--- src/rtl/aes_stream_controller.sv ---
// -----------------------------------------------------------------------------
// aes_stream_controller
// Buffers up to DEPTH ciphertext blocks and feeds them one at a time to an
// external inverse-AES core over a level Run / Ready handshake. Each result is
// held on a valid/ready output until taken. Adds a per-block RUN timeout
// (sticky error) and a key-load port that is only honoured while idle.
//
// Ports
//   clk, reset_n            clock (posedge), async active-low reset
//   in_valid/in_ready/in_data    block input; in_ready = FIFO not full
//   key_load/key_in/key_ack      key load request, 1-cycle acknowledge
//   out_valid/out_ready/out_data result output, valid only in HOLD
//   core_run/core_key/core_text  registered drive to the AES core
//   core_result/core_done        core response (sampled only in RUN)
//   busy                         controller active or FIFO non-empty
//   timeout_err                  sticky abort flag, cleared by reset only
//   blocks_done                  wrapping count of delivered results
// -----------------------------------------------------------------------------
module aes_stream_controller #(
  parameter int DATA_W  = 128,
  parameter int KEY_W   = 128,
  parameter int DEPTH   = 4,
  parameter int TIMEOUT = 1024,
  parameter int CNT_W   = 16
) (
  input  logic              clk,
  input  logic              reset_n,
  input  logic              in_valid,
  output logic              in_ready,
  input  logic [DATA_W-1:0] in_data,
  input  logic              key_load,
  input  logic [KEY_W-1:0]  key_in,
  output logic              key_ack,
  output logic              out_valid,
  input  logic              out_ready,
  output logic [DATA_W-1:0] out_data,
  output logic              core_run,
  output logic [KEY_W-1:0]  core_key,
  output logic [DATA_W-1:0] core_text,
  input  logic [DATA_W-1:0] core_result,
  input  logic              core_done,
  output logic              busy,
  output logic              timeout_err,
  output logic [CNT_W-1:0]  blocks_done
);

  localparam int PTR_W = (DEPTH > 1) ? $clog2(DEPTH) : 1;
  localparam int TMR_W = $clog2(TIMEOUT) + 1;

  localparam logic [PTR_W:0]   FULL_CNT = (PTR_W + 1)'(DEPTH);
  localparam logic [PTR_W:0]   ZERO_CNT = {(PTR_W + 1){1'b0}};
  localparam logic [PTR_W:0]   ONE_CNT  = (PTR_W + 1)'(1);
  localparam logic [PTR_W-1:0] ONE_PTR  = PTR_W'(1);
  localparam logic [TMR_W-1:0] TMR_ZERO = {TMR_W{1'b0}};
  localparam logic [TMR_W-1:0] TMR_ONE  = TMR_W'(1);
  localparam logic [TMR_W-1:0] TMR_LAST = TMR_W'(TIMEOUT - 1);
  localparam logic [CNT_W-1:0] DONE_ONE = CNT_W'(1);

  typedef enum logic [1:0] {
    ST_IDLE = 2'd0,
    ST_RUN  = 2'd1,
    ST_HOLD = 2'd2
  } state_t;

  state_t            state_r, state_nxt_s;
  logic [DATA_W-1:0] fifo_mem_r [DEPTH];
  logic [PTR_W-1:0]  wr_ptr_r, rd_ptr_r;
  logic [PTR_W:0]    count_r;
  logic [TMR_W-1:0]  timer_r;

  logic push_s, pop_s, key_take_s, run_done_s, abort_s, deliver_s;

  assign in_ready = (count_r != FULL_CNT);
  assign busy     = (state_r != ST_IDLE) || (count_r != ZERO_CNT);
  assign push_s   = in_valid && in_ready;

  // Next-state decode and per-cycle action strobes.
  always_comb begin
    state_nxt_s = state_r;
    pop_s       = 1'b0;
    key_take_s  = 1'b0;
    run_done_s  = 1'b0;
    abort_s     = 1'b0;
    deliver_s   = 1'b0;
    case (state_r)
      ST_IDLE: begin
        // A key load blocks a block start in the same cycle so the new key
        // is in place before the next RUN begins.
        if (key_load) begin
          key_take_s = 1'b1;
        end else if (count_r != ZERO_CNT) begin
          pop_s       = 1'b1;
          state_nxt_s = ST_RUN;
        end else begin
          state_nxt_s = ST_IDLE;
        end
      end
      ST_RUN: begin
        // core_done takes precedence over an expiring timer.
        if (core_done) begin
          run_done_s  = 1'b1;
          state_nxt_s = ST_HOLD;
        end else if (timer_r == TMR_LAST) begin
          abort_s     = 1'b1;
          state_nxt_s = ST_IDLE;
        end else begin
          state_nxt_s = ST_RUN;
        end
      end
      ST_HOLD: begin
        if (out_ready) begin
          deliver_s   = 1'b1;
          state_nxt_s = ST_IDLE;
        end else begin
          state_nxt_s = ST_HOLD;
        end
      end
      default: begin
        state_nxt_s = ST_IDLE;
      end
    endcase
  end

  // State register.
  always_ff @(posedge clk or negedge reset_n) begin
    if (!reset_n) state_r <= ST_IDLE;
    else          state_r <= state_nxt_s;
  end

  // FIFO storage; contents need no reset since pointers define validity.
  always_ff @(posedge clk) begin
    if (push_s) fifo_mem_r[wr_ptr_r] <= in_data;
  end

  // FIFO pointers and occupancy.
  always_ff @(posedge clk or negedge reset_n) begin
    if (!reset_n) begin
      wr_ptr_r <= {PTR_W{1'b0}};
      rd_ptr_r <= {PTR_W{1'b0}};
      count_r  <= ZERO_CNT;
    end else begin
      if (push_s) wr_ptr_r <= wr_ptr_r + ONE_PTR;
      if (pop_s)  rd_ptr_r <= rd_ptr_r + ONE_PTR;
      case ({push_s, pop_s})
        2'b10:   count_r <= count_r + ONE_CNT;
        2'b01:   count_r <= count_r - ONE_CNT;
        default: count_r <= count_r;
      endcase
    end
  end

  // RUN timer: restarts when a block is launched, counts RUN cycles.
  always_ff @(posedge clk or negedge reset_n) begin
    if (!reset_n)               timer_r <= TMR_ZERO;
    else if (pop_s)             timer_r <= TMR_ZERO;
    else if (state_r == ST_RUN) timer_r <= timer_r + TMR_ONE;
  end

  // Registered outputs towards the core and the consumer.
  always_ff @(posedge clk or negedge reset_n) begin
    if (!reset_n) begin
      core_run    <= 1'b0;
      core_key    <= {KEY_W{1'b0}};
      core_text   <= {DATA_W{1'b0}};
      key_ack     <= 1'b0;
      out_valid   <= 1'b0;
      out_data    <= {DATA_W{1'b0}};
      timeout_err <= 1'b0;
      blocks_done <= {CNT_W{1'b0}};
    end else begin
      core_run  <= (state_nxt_s == ST_RUN);
      out_valid <= (state_nxt_s == ST_HOLD);
      key_ack   <= key_take_s;
      if (key_take_s) core_key    <= key_in;
      if (pop_s)      core_text   <= fifo_mem_r[rd_ptr_r];
      if (run_done_s) out_data    <= core_result;
      if (abort_s)    timeout_err <= 1'b1;
      if (deliver_s)  blocks_done <= blocks_done + DONE_ONE;
    end
  end

endmodule
--- config.mk ---
export PLATFORM = sky130hd
export DESIGN_NAME = aes_stream_controller
export DESIGN_NICKNAME = d
export VERILOG_FILES = /design/src/rtl/aes_stream_controller.sv
export SDC_FILE = /design/constraint.sdc
export NUM_CORES = 1
export LEC_CHECK = 0
export CELL_PAD_IN_SITES_DETAIL_PLACEMENT = 1
export CELL_PAD_IN_SITES_GLOBAL_PLACEMENT = 1
export CORE_AREA = 5 5 309 311
export CTS_CLUSTER_SIZE = 10
export DETAILED_ROUTE_END_ITERATION = 10
export DIE_AREA = 0 0 314 316
export PLACE_DENSITY = 0.85
export SYNTH_ARGS = -nofsm -noshare
export SYNTH_HDL_FRONTEND = slang
export SYNTH_SLANG_ARGS = --single-unit
--- constraint.sdc ---
create_clock -name clk -period 8.8 [get_ports clk]
set_clock_uncertainty 0.1 [all_clocks]
set_input_delay 0.88 -clock clk [delete_from_list [all_inputs] [get_ports clk]]
set_output_delay 0.88 -clock clk [all_outputs]
set_load 0.1 [all_outputs]
-- Yosys cells after proc, flatten, opt, wreduce, memory -nomap -nowiden
Memory sizes are Yosys's and may differ from the RTL's. A register that Yosys moved wholly into a read port is not among the register bits.
Index checks and enable logic that the tools add are counted.
- add/sub/neg operators: 6
- equality and inequality tests: 8
- mux-type cells: 23
- reductions and logical operators: 8
- operator list (cell ; count):
    2-to-1 mux 11 bit ; 2
    adder 16 x 1 -> 16 bit (second input constant) ; 1
    2-to-1 mux 1 bit ; 16
    adder 11 x 1 -> 11 bit (second input constant) ; 1
    equality test 11 x 10 -> 1 bit (second input constant) ; 1
    equality test 2 x 1 -> 1 bit (second input constant) ; 3
    equality test 2 bit (second input constant) ; 3
    2-to-1 mux 2 bit ; 3
    case mux 2 bit (3 select lines) ; 1
    case mux 3 bit (2 select lines) ; 1
    nonzero test 2 bit ; 3
    adder 2 x 1 -> 2 bit (second input constant) ; 2
    adder 3 x 1 -> 3 bit (second input constant) ; 1
    inequality test 3 bit (second input constant) ; 1
    nonzero test 3 bit ; 1
    subtractor 3 x 1 -> 3 bit (second input constant) ; 1
    zero test 2 bit ; 1
    logical AND 1 bit ; 1
    zero test 1 bit ; 1
    logical OR 1 bit ; 1
- bits in registers: 296
- memory bits (writable): 512
- bits of input ports: 390
- output and inout port bits: 406
- logic and storage cells: 58
- memories: 1
- memory list (memory ; words ; bits a word ; rd ports ; clocked after memory_dff ; wr ports ; RTL line ; source):
    fifo_mem_r ; 4 ; 128 ; 1 ; 1 ; 1 ; 66 ; logic [DATA_W-1:0] fifo_mem_r [DEPTH];

-- Logic depth before layout (Yosys ltp)
Gate-level depths: netlist of the first run.
- word-level depth: 6
- depth in mapped cells: 11
- gate-level depth less buffers: 10

-- Worst setup path after synthesis of the first run
OpenSTA, ideal clock, no wires.
- kind: flip-flop to flip-flop
- start point: reg count_r[0]
- end point: mem fifo_mem_r[0][0] (enable)
- setup time: 503 ps
- arrival: 4384 ps
- setup slack: 3813 ps
- cell stages (with the launch flop): 4
- period minus slack after synthesis: 4987 ps
- cells stage by stage: dfrtp_1 > inv_1 > nand3_1 > and3_1
- word-level cells in the longest chain between the ends: 4
- ends and longest elaborated chain (element ; RTL line ; source):
    start, declared ; 68 ; logic [PTR_W:0] count_r;
    start signal, assigned ; 145 ; 2'b10: count_r <= count_r + ONE_CNT;
    start signal, assigned ; 146 ; 2'b01: count_r <= count_r - ONE_CNT;
    start signal, assigned ; 147 ; default: count_r <= count_r;
    inequality test 3 bit ; 73 ; assign in_ready = (count_r != FULL_CNT);
    via in_ready ; 29 ; output logic in_ready,
    logical AND 1 bit ; 75 ; assign push_s = in_valid && in_ready;
    2-to-1 mux 1 bit ; 132 ; if (push_s) fifo_mem_r[wr_ptr_r] <= in_data;
    2-to-1 mux 1 bit (not written as such) ; 132 ;
    end, declared ; 66 ;
The timed path passes the listed nets, and every way through them passes these cells.

-- Worst setup path after layout of the first run
- start point: reg count_r[0]
- end point: out busy
- word-level cells in the longest chain between the ends: 2
- ends and longest elaborated chain (element ; RTL line ; source):
    nonzero test 3 bit ; 74 ; assign busy = (state_r != ST_IDLE) || (count_r != ZERO_CNT);
    logical OR 1 bit ; 74 ;
    end, declared ; 42 ; output logic busy,
No other way between the ends.

==> metrics.yaml, run 1 <==
status: "completed"
syn-cell-area_sq_mm: 0.0345
synth_top_area_share: 0.445
critPathRequiredTime_ps: 7820
core_sq_mm: 0.0925
syn_inst: 1925
start_util: 0.373
dpl_cell_area_sq_mm: 0.0437
final_area_sq_mm: 0.0470
fin_tns_setup_ps: 0
r2r_cells: 6
drc_errors: 0
synth_cell_types: 38
synth.avg_cell_area_sq_um: 17.9
drt_iter0_drc: 1287
async_reset_ff_frac: 0.453
drt-vias-per-instance: 5.06
min_period_over_period: 0.453
cts_buffer_depth: 3
finalWirelength_um: 115000
syn2layout_area_growth_pct: 36.0
fin_nets: 3164
cts_root_buf: "clkbuf_16"
hold_class: "primary input to asynchronous set/reset pin"
worst-path-max-fanout: 3
cts_sinks: 936
vias: 20600
antenna_found_initial: 43
relSlewSlack: 0.189
drv_slew: 0
htreeDepth: 3
die_h_um: 316
grt_pass1_vias: 22800
postRouteAntennaNets: 0
synth-edff-count: 512
crit_chain: "nor3_1 -> nand2_1 -> clkdlybuf4s50_1"
synthTopCellsByCount: "512 x edfxtp_1, 424 x dfrtp_1, 398 x nand2_1, 258 x mux2_2, 128 x mux4_2"
ys_ff_latch: 936
synth.area.top_cells: "edfxtp_1 45%, dfrtp_1 31%, mux2_2 8.4%"
gp_congestion: 0.798
die-area_sq_mm: 0.0992
rows: 112
fp.dieW_um: 314
fmax_ghz: 0.251
cp-startpoint: "count_r[0]$_DFFE_PN0P_"
setup_violations: 0
postCtsHoldBufs: 0
synthFlopType: "edfxtp_1"
insertion_delay_ps: 690
worst_hold_slack_ps: 44.4
max_slew.worst_pin.slew_ps: 1210
hpwl_um: 80400
cts_setup_buffers: 0
rr_endpoint: "core_text[115]$_DFFE_PN0N_"
start_kind: "register"
r2r-start: "count_r[0]$_DFFE_PN0P_"
yosysMostFrequentCell: "edfxtp_1"
critPathMaxStageDelay_ps: 1060
drive_above_1_share: 0.198
post_cts_resized: 0
rsz0062_at_grt: "no"
numCtsBuffers: 107
dr.pass1.iters: 5
track_usage: 0.226
arrival_ps: 3010
slowest_stage: "clkdlybuf4s50_1"
synth_nets: 2323
max-cap-violations: 0
grt_max_degree: 100
path_clk_slew_ps: 60
fin_crit_ps: 3990
rrSetupSlack_ps: 5360
grt-ovfl-total: 0
io_buffers: 795
ys_seq_area_frac: 0.752
synth_top_area_cell: "edfxtp_1"
wl_per_cell_um: 28.2
yosysWarnings: 0
grt_pass1_wl_um: 163000
boundaryPins: 796
cts_tree: "yes"
critPathCaptureType: "output pin"
path_class: "register to output pin"
timing_hold_violations_final: 0
## state kept, by name, indices dropped and copies added, names as in the netlist, 2 cells and up
register / count
blocks_done: 16
core_key: 128
core_text: 128
count_r: 3
fifo_mem_r: 512
out_data: 128
rd_ptr_r: 2
state_r: 2
timer_r: 11
wr_ptr_r: 2
## cell usage in the layout, fill, tap and decap left out, types with 3 or more instances in the layout
| cell | instances |
|---|---|
| clkbuf_16 | 108 |
| and3_4 | 4 |
| ha_1 | 7 |
| a21oi_1 | 3 |
| nor2_1 | 11 |
| nand2_1 | 397 |
| nand4_1 | 3 |
| clkinv_2 | 5 |
| xnor2_1 | 12 |
| nand3_1 | 10 |
| nand2b_1 | 3 |
| inv_1 | 11 |
| buf_4 | 41 |
| clkbuf_1 | 67 |
| clkbuf_8 | 4 |
| edfxtp_1 | 512 |
| xor2_1 | 10 |
| and3_1 | 4 |
| o31ai_1 | 5 |
| nor3_1 | 4 |
| mux2_2 | 258 |
| dfrtp_1 | 422 |
| clkdlybuf4s50_1 | 776 |
| o21ai_0 | 7 |
| mux2i_1 | 4 |
| diode_2 | 20 |
| mux4_2 | 128 |
## worst max path at each step
stage	slack, ps	depth (start not counted)	endpoint
after global placement	5020	7	rd_ptr_r[1]$_DFFE_PN0N_
after detailed placement	4890	7	rd_ptr_r[1]$_DFFE_PN0N_
after CTS	4770	3	busy
after floorplan	3810	3	fifo_mem_r[0][0]$_DFFE_PP_
final	4810	3	busy
after global routing	4670	3	busy
## kinds of logic after synthesis
kind of cell	count (synthesis)	share of synthesized area
fa+ha+maj	8	0.00312
buf+inv	99	0.0146
flops	936	0.752
mux	390	0.169
simple gates	450	0.0518
xor+xnor	22	0.00558
compound gates	20	0.00362
## final cells by class
cell class | instances | area [sq um]
Sequential cell | 936 | 26000
Clock buffer | 179 | 3010
Antenna cell | 20 | 50.0
Tap cell | 1197 | 1500
Timing Repair Buffer | 819 | 8110
Clock inverter | 13 | 173
Inverter | 12 | 47.5
Multi-Input combinational cell | 890 | 8070
Fill cell | 8717 | 45500
## metrics by stage
| stage | std cells | utilization | setup slack (ps) |
|---|---|---|---|
| CTS | 4046 | 0.507 | 4770 |
| finish | 4066 | 0.508 | 4810 |
| global placement | 3854 | 0.473 | 5020 |
| floorplan | 1925 | - | 3810 |
| global route | 4062 | 0.508 | 4670 |
| detailed placement | 3854 | 0.473 | 4890 |
## critical path, delay by kind of cell, from the launching register on
family	cells	cell delay, ps
buffers and inverters	1	1060
DFF	1	400
and+or+nand+nor	2	870
## metal layers
| metal | vias to the layer above | global-route usage | wire, um |
|---|---|---|---|
| li1 | 8775 | - | - |
| met1 | 10800 | 0.257 | 41500 |
| met2 | 749 | 0.396 | 59700 |
| met3 | 215 | 0.0743 | 9210 |
| met4 | 16 | 0.0885 | 4370 |
| met5 | - | 0 | 129 |
Power of run 1 is not shown: default switching activity piles up to over one toggle a cycle in this logic, so the estimate is an artifact.
==> inputs of run 2 (changes only) <==
--- a/config.mk
+++ b/config.mk
@@ -7,11 +7,11 @@
 export LEC_CHECK = 0
 export CELL_PAD_IN_SITES_DETAIL_PLACEMENT = 1
 export CELL_PAD_IN_SITES_GLOBAL_PLACEMENT = 1
-export CORE_AREA = 5 5 309 311
+export CORE_AREA = 5 5 311 313
 export CTS_CLUSTER_SIZE = 10
 export DETAILED_ROUTE_END_ITERATION = 10
-export DIE_AREA = 0 0 314 316
-export PLACE_DENSITY = 0.85
+export DIE_AREA = 0 0 316 318
+export PLACE_DENSITY = 0.84
 export SYNTH_ARGS = -nofsm -noshare
 export SYNTH_HDL_FRONTEND = slang
 export SYNTH_SLANG_ARGS = --single-unit
==> constraint.sdc (replaced) <==
create_clock -name clk -period 4.1 [get_ports clk]
set_clock_uncertainty 0.1 [all_clocks]
set_input_delay 0.41 -clock clk [delete_from_list [all_inputs] [get_ports clk]]
set_output_delay 0.41 -clock clk [all_outputs]
set_load 0.1 [all_outputs]
==> run 2 against run 1 <==
  * First-iteration DRC count increased by 9.6%
  * Sequential share of layout area decreased by 0.48 points
  * Hold slack improved by 180 ps
  * Clock-buffer cell count increased by 1
  * Global-route usage decreased by 1.2 points
==> metrics.yaml, run 2 (synthesis results as in run 1) <==
nFillCells: 8880  # was 8717
syn2layout_area_growth_pct: 37.1  # was 36.0%
cts_root_buf: "clkbuf_16"  # unchanged
min_period_over_period: 0.786
drt-vias-per-instance: 4.90  # was 5.06
critPathRequiredTime_ps: 3590  # was 7820 ps
start_kind: "register"  # unchanged
fin_tns_setup_ps: 0  # unchanged
drt_iter0_drc: 1410  # was 1287
postRouteAntennaNets: 0  # unchanged
fin_crit_ps: 3220
dr.pass1.iters: 5  # unchanged
drv_slew: 0  # unchanged
relSlewSlack: 0.153  # was 0.189
htreeDepth: 3  # unchanged
fin_nets: 3173  # was 3164
r2r-start: "state_r[1]$_DFF_PN0_"  # was count_r[0]$_DFFE_PN0P_
antenna_found_initial: 43  # unchanged
max_slew.worst_pin.slew_ps: 1270  # was 1210 ps
path_clk_slew_ps: 50  # was 60 ps
rr_endpoint: "rd_ptr_r[1]$_DFFE_PN0N_"  # was core_text[115]$_DFFE_PN0N_
rrSetupSlack_ps: 1640  # was 5360 ps
fp.dieW_um: 316  # was 314 um
cts_setup_buffers: 0  # unchanged
wl_per_cell_um: 26.4  # was 28.2 um
post_cts_resized: 0  # unchanged
cts_buffer_depth: 3  # unchanged
io_buffers: 795  # unchanged
rows: 113  # was 112
grt_pass1_wl_um: 159000  # was 163000 um
hold_class: "primary input to asynchronous set/reset pin"  # unchanged
regMostFlops: "fifo_mem_r"  # unchanged
die-area_sq_mm: 0.100  # was 0.0992 sq mm
boundaryPins: 796  # unchanged
timing_hold_violations_final: 0  # unchanged
cp-startpoint: "count_r[0]$_DFFE_PN0P_"  # unchanged
vias: 20300  # was 20600
cts_sinks: 936  # unchanged
r2r_cells: 6  # unchanged
fmax_ghz: 0.310
finalWirelength_um: 110000  # was 115000 um
hpwl_um: 74300  # was 80400 um
start_util: 0.367  # was 0.373
grt_pass1_vias: 22700  # was 22800
insertion_delay_ps: 690  # about the same
track_usage: 0.214  # was 0.226
path_class: "register to output pin"  # unchanged
grt_max_degree: 136  # was 100
setup_violations: 0  # unchanged
largest_reg_flops: 512  # unchanged
die_h_um: 318  # was 316 um
gp_congestion: 0.822  # was 0.798
final_cell_mix: "788 x clkdlybuf4s50_1, 512 x edfxtp_1, 422 x dfrtp_1"  # was 776 x clkdlybuf4s50_1, 512 x edfxtp_1, 422 x dfrtp_1
critPathCaptureType: "output pin"  # unchanged
max-cap-violations: 0  # unchanged
worst-path-max-fanout: 6  # was 3
status: "completed"  # unchanged
rsz0062_at_grt: "no"  # unchanged
arrival_ps: 2710  # was 3010 ps
drive_above_1_share: 0.195  # was 0.198
cts_tree: "yes"  # unchanged
worstSetupEndpoint: "in_ready"  # was busy
grt-ovfl-total: 0  # unchanged
mostFrequentLayoutCell: "clkdlybuf4s50_1"  # unchanged
numCtsBuffers: 107  # unchanged
drc_errors: 0  # unchanged
core_sq_mm: 0.0940  # was 0.0925 sq mm
postCtsHoldBufs: 1  # was 0
-- run 2: routing by layer --
| layer | global-route usage | vias to the layer above | routed length, um |
|---|---|---|---|
| met5 | 0 | - | 193 |
| met4 | 0.102 | 28 | 5240 |
| met3 | 0.0778 | 245 | 9500 |
| met2 | 0.365 | 764 | 56000 |
| met1 | 0.238 | 10500 | 38700 |
| li1 | - | 8781 | - |
-- run 2: metrics by stage --
stage	instances	hold slack, ps	util	instance area [sq um]	worst slack, ps
floorplan	1925	14.4	-	34500	547
global placement	3930	358	0.469	44100	1380
detailed placement	3930	358	0.469	44100	1370
CTS	4122	161	0.503	47300	780
global route	4141	183	0.504	47300	742
finish	4147	225	0.504	47400	878
-- run 2: worst min path at each step --
| stage | from | end | slack, ps | cells after the start |
|---|---|---|---|---|
| floorplan | reset_n | blocks_done[0]$_DFFE_PN0P_ | 10 | 0 |
| global placement | core_text[61]$_DFFE_PN0N_ | core_text[61]$_DFFE_PN0N_ | 360 | 2 |
| detailed placement | reset_n | core_text[0]$_DFFE_PN0N_ | 360 | 1 |
| CTS | core_result[47] | out_data[47]$_DFFE_PN0P_ | 160 | 2 |
| global route | core_result[42] | out_data[42]$_DFFE_PN0P_ | 180 | 2 |
| finish | reset_n | core_text[0]$_DFFE_PN0N_ | 220 | 2 |
-- run 2: worst max-delay path: stages (launching register included) --
cell	delay, ps
dfrtp_1	380
inv_1	100
nand3_1	270
clkdlybuf4s50_1	1270
-- run 2: cell type report --
type,instances,area [sq um],area share
sequential,936,26000,0.549
timing repair buffer,828,8440,0.178
clock inverter,11,174,0.00367
clock buffer,180,2990,0.0632
antenna,25,62.6,0.00132
tap,1265,1580,0.0334
inverter,12,47.5,0.00100
multi-input combinational,890,8070,0.170
Power of run 2 is left out for the same reason.
==> inputs of run 3 (changes only) <==
--- a/config.mk
+++ b/config.mk
@@ -7,11 +7,11 @@
 export LEC_CHECK = 0
 export CELL_PAD_IN_SITES_DETAIL_PLACEMENT = 1
 export CELL_PAD_IN_SITES_GLOBAL_PLACEMENT = 1
-export CORE_AREA = 5 5 311 313
+export CORE_MARGIN = 5
+export CORE_UTILIZATION = 38
 export CTS_CLUSTER_SIZE = 10
 export DETAILED_ROUTE_END_ITERATION = 10
-export DIE_AREA = 0 0 316 318
-export PLACE_DENSITY = 0.84
+export PLACE_DENSITY = 0.89
 export SYNTH_ARGS = -nofsm -noshare
 export SYNTH_HDL_FRONTEND = slang
 export SYNTH_SLANG_ARGS = --single-unit
==> constraint.sdc (replaced) <==
create_clock -name clk -period 2.96 [get_ports clk]
set_clock_uncertainty 0.1 [all_clocks]
set_input_delay 0.296 -clock clk [delete_from_list [all_inputs] [get_ports clk]]
set_output_delay 0.296 -clock clk [all_outputs]
set_load 0.1 [all_outputs]
==> run 3 against run 2 <==
  * Critical endpoint is now count_r[2]$_DFFE_PN0P_
  * Via count grew 2.3%
  * Clock-buffer cell count rose by 2
  * Register-to-register slack got worse by 1100 ps
  * Critical path type is now register to register
  * Sequential share of layout area increased by 0.83 points
==> metrics.yaml, run 3 (synthesis results as in run 1) <==
final_area_sq_mm: 0.0467  # was 0.0474 sq mm
syn2layout_area_growth_pct: 35.1  # was 37.1%
largest_reg_flops: 512  # unchanged
grt_pass1_vias: 23100  # was 22700
drt_iter0_drc: 1571  # was 1410
fmax_ghz: 0.407
dr.pass1.iters: 6  # was 5
rsz0062_at_grt: "no"  # unchanged
fin_crit_ps: 2460
htreeDepth: 3  # unchanged
post_cts_resized: 0  # unchanged
track_usage: 0.231  # was 0.214
gp_congestion: 0.855  # was 0.822
path_class: "register to register"  # was register to output pin
cts_buffer_depth: 3  # unchanged
grt_pass1_wl_um: 166000  # was 159000 um
setup_violations: 0  # unchanged
rows: 110  # was 113
worst-path-max-fanout: 8  # was 6
cts_sinks: 936  # unchanged
numCtsBuffers: 107  # unchanged
max-cap-violations: 0  # unchanged
path_clk_slew_ps: 60  # was 50 ps
cts_tree: "yes"  # unchanged
critPathCaptureType: "register"  # was output pin
status: "completed"  # unchanged
drv_slew: 0  # unchanged
die_h_um: 311  # was 318 um
critPathTopFamily: "simple AND/OR/NAND/NOR gates"  # was buffers and inverters
crit_chain: "or3_1 -> or2_4 -> inv_4 -> ha_1 -> inv_1 -> fa_1 -> xor2_1 -> nor2_1 -> xor2_1"  # was inv_1 -> nand3_1 -> clkdlybuf4s50_1
max_slew.worst_pin.slew_ps: 821  # was 1270 ps
insertion_delay_ps: 700  # was 690 ps
dpl_cell_area_sq_mm: 0.0433  # was 0.0441 sq mm
crit_buf_inv: 2  # unchanged
wl_per_cell_um: 28.0  # was 26.4 um
critPathRequiredTime_ps: 3460  # was 3590 ps
start_kind: "register"  # unchanged
slowest_stage: "dfrtp_1"  # was clkdlybuf4s50_1
crit_path_frequent_cell: "xor2_1"
timing_hold_violations_final: 0  # unchanged
finalWirelength_um: 114000  # was 110000 um
vias: 20800  # was 20300
nFillCells: 8469  # was 8880
critPathMaxStageDelay_ps: 450  # was 1270 ps
mostFrequentLayoutCell: "edfxtp_1"  # was clkdlybuf4s50_1
postRouteAntennaNets: 0  # unchanged
regMostFlops: "fifo_mem_r"  # unchanged
final_cell_mix: "512 x edfxtp_1, 426 x buf_4, 422 x dfrtp_1"  # was 788 x clkdlybuf4s50_1, 512 x edfxtp_1, 422 x dfrtp_1
drt-vias-per-instance: 5.10  # was 4.90
drc_errors: 0  # unchanged
core_sq_mm: 0.0901  # was 0.0940 sq mm
min_period_over_period: 0.831
start_util: 0.383  # was 0.367
io_buffers: 795  # unchanged
grt_max_degree: 136  # unchanged
relSlewSlack: 0.453  # was 0.153
fin_nets: 3193  # was 3173
fp.dieW_um: 311  # was 316 um
arrival_ps: 2960  # was 2710 ps
hold_class: "primary input to asynchronous set/reset pin"  # unchanged
hpwl_um: 78900  # was 74300 um
boundaryPins: 796  # unchanged
grt-ovfl-total: 0  # unchanged
antenna_found_initial: 39  # was 43
cts_root_buf: "clkbuf_16"  # unchanged
drive_above_1_share: 0.341  # was 0.195
die-area_sq_mm: 0.0970  # was 0.100 sq mm
[run 3: cell count changes in the layout (fill, tap and decap cells not counted), sizes merged]
cell	delta
buf	+420
clkbuf	+2
clkdlybuf4s50	-400
bufinv	+1
[run 3: final cells by class]
type | instances | area (sq um) | share of cell area
flip-flops and latches | 936 | 26000 | 0.557
repair buffers | 848 | 7750 | 0.166
inverters | 12 | 47.5 | 0.00102
multi-input cells | 890 | 8080 | 0.173
clock inverters | 12 | 225 | 0.00483
diodes | 25 | 62.6 | 0.00134
clock buffers | 182 | 3030 | 0.0649
well taps | 1176 | 1470 | 0.0315
[run 3: path summary, 6_finish.rpt]
check / startpoint / end / slack [ps] / cells past startpoint
max: state_r[1]$_DFF_PN0_ / count_r[2]$_DFFE_PN0P_ / 500 / 9
min: reset_n / core_text[98]$_DFFE_PN0N_ / 70 / 2
max in group asynchronous: reset_n / out_data[65]$_DFFE_PN0P_ / 1580 / 4
min reg2reg: blocks_done[15]$_DFFE_PN0P_ / blocks_done[15]$_DFFE_PN0P_ / 370 / 1
min in group clk: in_data[115] / fifo_mem_r[1][115]$_DFFE_PP_ / 120 / 1
max reg2reg: state_r[1]$_DFF_PN0_ / count_r[2]$_DFFE_PN0P_ / 500 / 9
[run 3: per-layer routing]
layer / vias up / routed length (um) / global-route usage
li1: 8847 / - / -
met2: 773 / 58600 / 0.402
met3: 191 / 8740 / 0.0738
met5: - / 123 / 0
met4: 18 / 3870 / 0.0774
met1: 11000 / 42700 / 0.272
[run 3: per-stage QoR]
step           setup TNS (ps)  hold WS [ps]  utilization  setup WS [ps]  cells
3_5_place_dp                0           193        0.481            322   3861
5_1_grt                     0          63.3        0.517            390   4074
3_3_place_gp                0           189        0.481            397   3861
2_1_floorplan          -88280         -99.6            -           -172   1925
4_1_cts                     0          41.2        0.517            506   4056
6_report                    0          69.7        0.518            501   4081
[run 3: worst reg2reg max path, delay by kind of cell, from the launching register on]
kind,cells,cell delay [ps]
simple gates,3,840
xor+xnor,2,300
buf+inv,2,150
flops,1,450
fa+ha+maj,2,560
[run 3: repair_timing]
item	4_1_cts	5_1_grt
hold buffers	1	0
setup buffers	0	0
endpoints found under the hold margin	193	0
Power of run 3 is left out for the same reason.
